[config.mk]
export PLATFORM = sky130hd
export DESIGN_NAME = fpu_issue_ctrl
export DESIGN_NICKNAME = d
export VERILOG_FILES = /design/src/rtl/fpu_issue_ctrl.sv
export SDC_FILE = /design/constraint.sdc
export NUM_CORES = 1
export LEC_CHECK = 0
export CAP_MARGIN = 0
export CORE_MARGIN = 2
export CORE_UTILIZATION = 30
export CTS_BUF_LIST = sky130_fd_sc_hd__clkbuf_4 sky130_fd_sc_hd__clkbuf_8
export CTS_CLUSTER_SIZE = 14
export DETAILED_ROUTE_END_ITERATION = 8
export DONT_BUFFER_PORTS = 1
export GPL_TIMING_DRIVEN = 0
export PLACE_DENSITY = 0.45
export SLEW_MARGIN = 20
export SYNTH_ARGS = -nofsm -noshare
export SYNTH_HDL_FRONTEND = slang
export SYNTH_SLANG_ARGS = --single-unit
[constraint.sdc]
create_clock -name clk -period 3.93 [get_ports clk]
set_input_delay 0.786 -clock clk [delete_from_list [all_inputs] [get_ports clk]]
set_output_delay 0.786 -clock clk [all_outputs]
set_load 0.03 [all_outputs]
[src/rtl/fpu_issue_ctrl.sv]
// fpu_issue_ctrl: issues FP ops to the FPU, stalls for per-class latency and
// arbitrates the float register-file write port between loads and FPU results.
module fpu_issue_ctrl #(
   parameter int LAT_ADDSUB = 3,
   parameter int LAT_MUL    = 4,
   parameter int LAT_DIV    = 16,
   parameter int LAT_SQRT   = 16,
   parameter int LAT_MISC   = 1,
   parameter int CNT_W      = 5
) (
   input  logic       clk,
   input  logic       rst,
   input  logic       fpu_decoder_en,
   input  logic [4:0] funct5,
   input  logic [4:0] rd,
   input  logic       ld_float_we,
   input  logic [4:0] ld_rd,
   output logic       stall,
   output logic       fpu_start,
   output logic [2:0] fpu_class,
   output logic       busy,
   output logic       fwb_en,
   output logic       fwb_sel,
   output logic [4:0] fwb_rd,
   output logic       iwb_en,
   output logic [4:0] iwb_rd
);
   typedef enum logic [1:0] {IDLE, EXEC, HOLD, WB} state_t;
   state_t state, state_nxt;
   logic [CNT_W-1:0] cnt, cnt_nxt, lat;
   logic [4:0] rd_q;
   logic [2:0] cls, cls_q;
   logic int_d, int_q, issue, wbf;
   always_comb begin
      cls = (funct5 == 5'b00000 || funct5 == 5'b00001) ? 3'd0 :
            (funct5 == 5'b00010) ? 3'd1 :
            (funct5 == 5'b00011) ? 3'd2 :
            (funct5 == 5'b01011) ? 3'd3 : 3'd4;
      lat = (cls == 3'd0) ? CNT_W'(LAT_ADDSUB) :
            (cls == 3'd1) ? CNT_W'(LAT_MUL) :
            (cls == 3'd2) ? CNT_W'(LAT_DIV) :
            (cls == 3'd3) ? CNT_W'(LAT_SQRT) : CNT_W'(LAT_MISC);
      int_d = funct5 inside {5'b10100, 5'b11000, 5'b11100};
      issue = fpu_decoder_en & (state == IDLE | state == WB);
   end
   always_comb begin
      state_nxt = state;
      cnt_nxt = cnt;
      case (state)
         IDLE: state_nxt = IDLE;
         EXEC: begin
            cnt_nxt = cnt - CNT_W'(1);
            // a load landing in the last EXEC cycle pushes a float result into HOLD
            if (cnt == CNT_W'(1)) state_nxt = (int_q | ~ld_float_we) ? WB : HOLD;
         end
         HOLD: state_nxt = WB;
         WB:   state_nxt = IDLE;
      endcase
      if (issue) begin
         state_nxt = EXEC;
         cnt_nxt = lat;
      end
   end
   always_ff @(posedge clk or posedge rst) begin
      if (rst) begin
         state <= IDLE;
         cnt <= '0;
         rd_q <= '0;
         cls_q <= '0;
         int_q <= 1'b0;
         fpu_start <= 1'b0;
      end else begin
         state <= state_nxt;
         cnt <= cnt_nxt;
         fpu_start <= issue;
         if (issue) begin
            rd_q <= rd;
            cls_q <= cls;
            int_q <= int_d;
         end
      end
   end
   always_comb begin
      wbf = (state == WB) & ~int_q;
      stall = (state == EXEC) | (state == HOLD) | issue;
      busy = state != IDLE;
      fpu_class = cls_q;
      fwb_en = wbf | ld_float_we;
      fwb_sel = wbf;
      fwb_rd = wbf ? rd_q : ld_float_we ? ld_rd : '0;
      iwb_en = (state == WB) & int_q;
      iwb_rd = iwb_en ? rd_q : '0;
   end
endmodule

## Word level (Yosys, flattened, before mapping)

Cells that the tools add are included.

- Register bits: 17
- Bits in latches: 0
- Bits in writable memories: 0
- Bits in read-only memories: 0
- Memories: 0

- $add $sub $neg: 1
- Multiply operators: 0
- Div/mod/pow operators: 0
- Order comparisons: 0
- Eq/ne operators: 15
- Shift-type cells: 0
- Mux-type cells: 17
- Bitwise operators: 10
- Reduce and logical (&&, ||, !) cells: 8

Operators by type and width:

| kind | count |
|---|---|
| $mux W5 | 9 |
| $eq A5 B5 Y1 const B | 3 |
| $mux W3 | 4 |
| $eq A5 B1 Y1 const B | 2 |
| $eq A5 B2 Y1 const B | 2 |
| $eq A3 B2 Y1 const B | 2 |
| $pmux W2 S3 | 1 |
| $eq A5 B4 Y1 const B | 1 |
| $logic_not A5 Y1 | 1 |
| $or A1 B1 Y1 | 5 |
| $sub A5 B1 Y5 const B | 1 |
| $eq A2 B2 Y1 const B | 2 |
| $mux W2 | 2 |
| $reduce_bool A2 Y1 | 2 |
| $and A1 B1 Y1 | 3 |
| $eq A3 B1 Y1 const B | 1 |
| $logic_not A3 Y1 | 1 |
| $ne A3 B3 Y1 const B | 1 |
| $reduce_bool A3 Y1 | 1 |
| $eq A2 B1 Y1 const B | 1 |
| $logic_not A2 Y1 | 1 |
| $not A1 Y1 | 2 |
| $reduce_or A2 Y1 | 1 |
| $logic_or A1 B1 Y1 | 1 |
| $mux W1 | 1 |

## Logic depth before layout (Yosys ltp)

- Word-level depth: 11
- Mapped depth: 7

## Least setup slack after synthesis

Ideal clock, no wire load.

- Path kind: reg2out
- From: register state[0]
- To: output fwb_rd[0]
- Data arrival time: 1344 ps
- Required time: 3144 ps
- Setup slack: 1800 ps
- Cell stages (with the launch flop): 6
- Buffers on the path: 0
- Path through: dfrtp_1 > ha_1 > nand2b_1 > inv_1 > nand2_1 > nand2_1

- Word-level cells in the longest chain between the ends: 3

Ends and longest elaborated chain:

| what | line | source |
|---|---|---|
| start: declaration | 29 | `state_t state, state_nxt;` |
| start signal: assignment | 73 | `state <= state_nxt;` |
| $eq A2 B2 Y1 | 84 | `wbf = (state == WB) & ~int_q;` |
| $and A1 B1 Y1 | 84 |  |
| named net fwb_sel | 23 | `output logic fwb_sel,` |
| $mux W5 | 90 | `fwb_rd = wbf ? rd_q : ld_float_we ? ld_rd : '0;` |
| end: declaration | 24 | `output logic [4:0] fwb_rd,` |

The timed path passes the listed nets, and every way through them passes these cells.

## Final worst setup path

- From: register state[0]
- To: output fwb_rd[1]

The elaborated chain is that of the path after synthesis.

==> impl_metrics.csv <==
group,metric,value,unit
setup_path,worstPathArrival,1830,ps
clock_network,cts_tree,"built",
placed_design,place.detailed.hpwl,1650,um
floorplanning,die_area,3750,um2
grt,grt_pass1_wl,3180,um
setup_path,max_stage_delay,400,ps
timing,clock.fmax,382,MHz
setup_path,worstPathMaxFanout,7,
logic_synthesis,mappedNetlistNets,140,
drt,drc,0,
clock_network,clock_latency,280,ps
finish,n_fill_cell,333,
clock_network,ctsHoldBuffers,0,
timing,rsz0062_at_grt,"false",
finish,diodes,0,
floorplanning,initial_core_util,0.320,
drt,wirelength,2100,um
finish,drive_gt1_frac,0.0756,
finish,area_growth,8.40,%
logic_synthesis,syn_inst,115,
placed_design,place_congestion,0.669,
timing,period_needed,2620,ps
drt,num_vias,781,
pwr,vdd_drop_max,0.000340,V
setup_path,path_cells,"ha_1 > nand2b_1 > inv_1 > nand2_1 > nand2_1",
drt,dr.pass1.iters,2,
timing,setup_viol,0,
timing,period_share,0.666,
clock_network,root_buffer,"clkbuf_4",
setup_path,crit_type,"reg2out",
timing,worst_pin_slew,669,ps
finish,final_cell_mix,"nand2_1, dfrtp_1, inv_1, nand3_1",
logic_synthesis,yosys_most_used_dff,"dfrtp_1",
setup_path,setup.worst_path.end_class,"output port",
logic_synthesis,syn_area_per_cell,8.55,um2
logic_synthesis,async_flop_share,1.00,
logic_synthesis,syn_area,983,um2
logic_synthesis,synth_warnings,0,
pwr,combPwrFrac,0.498,
run,drv_cap,0,
setup_path,r2r_slack,2230,ps
timing,slew_headroom,0.554,
floorplanning,placementRows,20,
clock_network,postCtsSetupRepairBufs,0,
floorplanning,die_x,61.3,um
min_path,hold_class,"in2async",
pwr,switchingPower,442,uW
floorplanning,ioPinCount,38,
clock_network,clock-sinks,17,
setup_path,cp-startpoint,"state[0]",
setup_path,r2r.worst_path.cells,6,
setup_path,cp_slowest_cell,"dfrtp_1",
setup_path,required,3140,ps
finish,layout_commonest_cell,"nand2_1",
pwr,p_seq_frac,0.396,
logic_synthesis,synth_seq_cells,17,
floorplanning,coreArea,3080,um2
placed_design,dp_slack,1610,ps
setup_path,timing.rr.start,"state[0]",
grt,grt_overflow_total,0,
clock_network,clockBufferDepth,2,
floorplanning,die_height,61.3,um
finish,fin_nets,145,
logic_synthesis,yosysSeqAreaShare,0.433,
drt,vias_per_cell,4.79,
setup_path,cp_common_cell,"nand2_1",
clock_network,path_clk_slew,100,ps
placed_design,placed_area,1040,um2
clock_network,numCtsBuffers,3,
timing,setup_slack,1310,ps
grt,grt_pass1_vias,706,
drt,ant_nets,0,
pwr,sw_frac_of_total,0.506,
pwr,p_int,431,uW
grt,antenna_found_initial,0,
setup_path,start_kind,"flop",
placed_design,port-buffer-count,0,
timing,setup-tns-final,0,ps
setup_path,crit_end,"fwb_rd[1]",
drt,drt-wirelength-per-cell,12.9,um
clock_network,htree_levels,1,
drt,first_iter_violations,17,
grt,track_usage,0.117,
finish,stdcell_area,1070,um2
timing,final_hold_viol_count,0,
timing,fin_skew,2.58,ps
pwr,p_clk_frac,0.107,
pwr,leakagePower,0.550,nW
timing,drv_slew,0,
outcome,status,"finished clean",
pwr,powerDensity,819,nW/um2
logic_synthesis,yosysUniqueCellTypes,31,
setup_path,reg2reg_to,"cnt[2]",
grt,grt_max_degree,18,
logic_synthesis,synth_edf_count,0,
clock_network,cts_resized,0,
==> worst min path at each step <==
stage                 start           end  slack [ps]  cells after the start
global placement    rd_q[4]       rd_q[4]         490                      2
finish                  rst  fpu_class[2]         470                      1
floorplan           rd_q[0]       rd_q[0]         460                      2
detailed placement  rd_q[4]       rd_q[4]         500                      2
CTS                     rst  fpu_class[2]         480                      1
global route            rst  fpu_class[2]         520                      1
==> power by group through the flow <==
stage	Clock [mW]	Sequential (mW)	Combinational, mW
after global placement	0	0.348	0.435
after detailed placement	0	0.350	0.438
after CTS	0.0978	0.347	0.441
after global routing	0.104	0.357	0.497
after floorplan	0	0.329	0.371
final	0.0932	0.345	0.434
==> area by class of cell <==
class                   count  area (um2)  area share
multi-input cells          85         507       0.475
flip-flops and latches     17         425       0.399
clock buffers               3        22.5      0.0211
plain buffers               3        13.8      0.0129
inverters                  10        37.5      0.0352
clock inverters             1        5.00     0.00469
well taps                  44        55.1      0.0516
==> per-stage QoR <==
step           hold slack, ps   util  power [mW]  std cells
4_1_cts                   481  0.346       0.886        163
5_1_grt                   523  0.346       0.958        163
3_3_place_gp              490  0.337       0.783        159
2_1_floorplan             460      -       0.701        115
6_report                  469  0.346       0.873        163
3_5_place_dp              495  0.337       0.789        159
==> metal layers <==
layer	part of all wire	global-route usage
met3	0.070	0.0315
met4	0.0038	0.0373
met2	0.45	0.185
met1	0.48	0.157
met5	0	0
==> cell usage after synthesis, drive strengths merged (2+ instances only) <==
cell,instances,area [um2]
ha,6,75.1
buf,2,10.0
nand3,7,35.0
nand2,31,116
xnor2,3,26.3
a31oi,2,12.5
and3,5,31.3
nand2b,5,31.3
inv,10,37.5
nor2,2,7.51
dfrtp,17,425
o21ai,7,35.0
==> sequential cells by signal (all words and copies together) (netlist names) <==
name and cells:
int_q 1, rd_q 5, fpu_class 3, cnt 5, state 2, fpu_start 1
==> kinds of logic (layout without fill, tap and decap cells) <==
| logic type | count (synthesis) | in the layout | share of synthesized area |
|---|---|---|---|
| buffers and inverters | 13 | 17 | 0.0522 |
| flip-flops | 17 | 17 | 0.433 |
| AO/OA/AOI/OAI | 14 | 14 | 0.0840 |
| XOR/XNOR | 4 | 4 | 0.0356 |
| multiplexers | 1 | 1 | 0.0102 |
| adder cells (fa/ha/maj) | 6 | 6 | 0.0763 |
| AND/OR/NAND/NOR | 60 | 60 | 0.309 |
==> critical path, delay by kind of cell (launching register included) <==
| family | cells | cell delay [ps] |
|---|---|---|
| simple gates | 3 | 520 |
| flops | 1 | 400 |
| buf+inv | 1 | 350 |
| fa+ha+maj | 1 | 270 |
(Power assumes the default switching activity.)
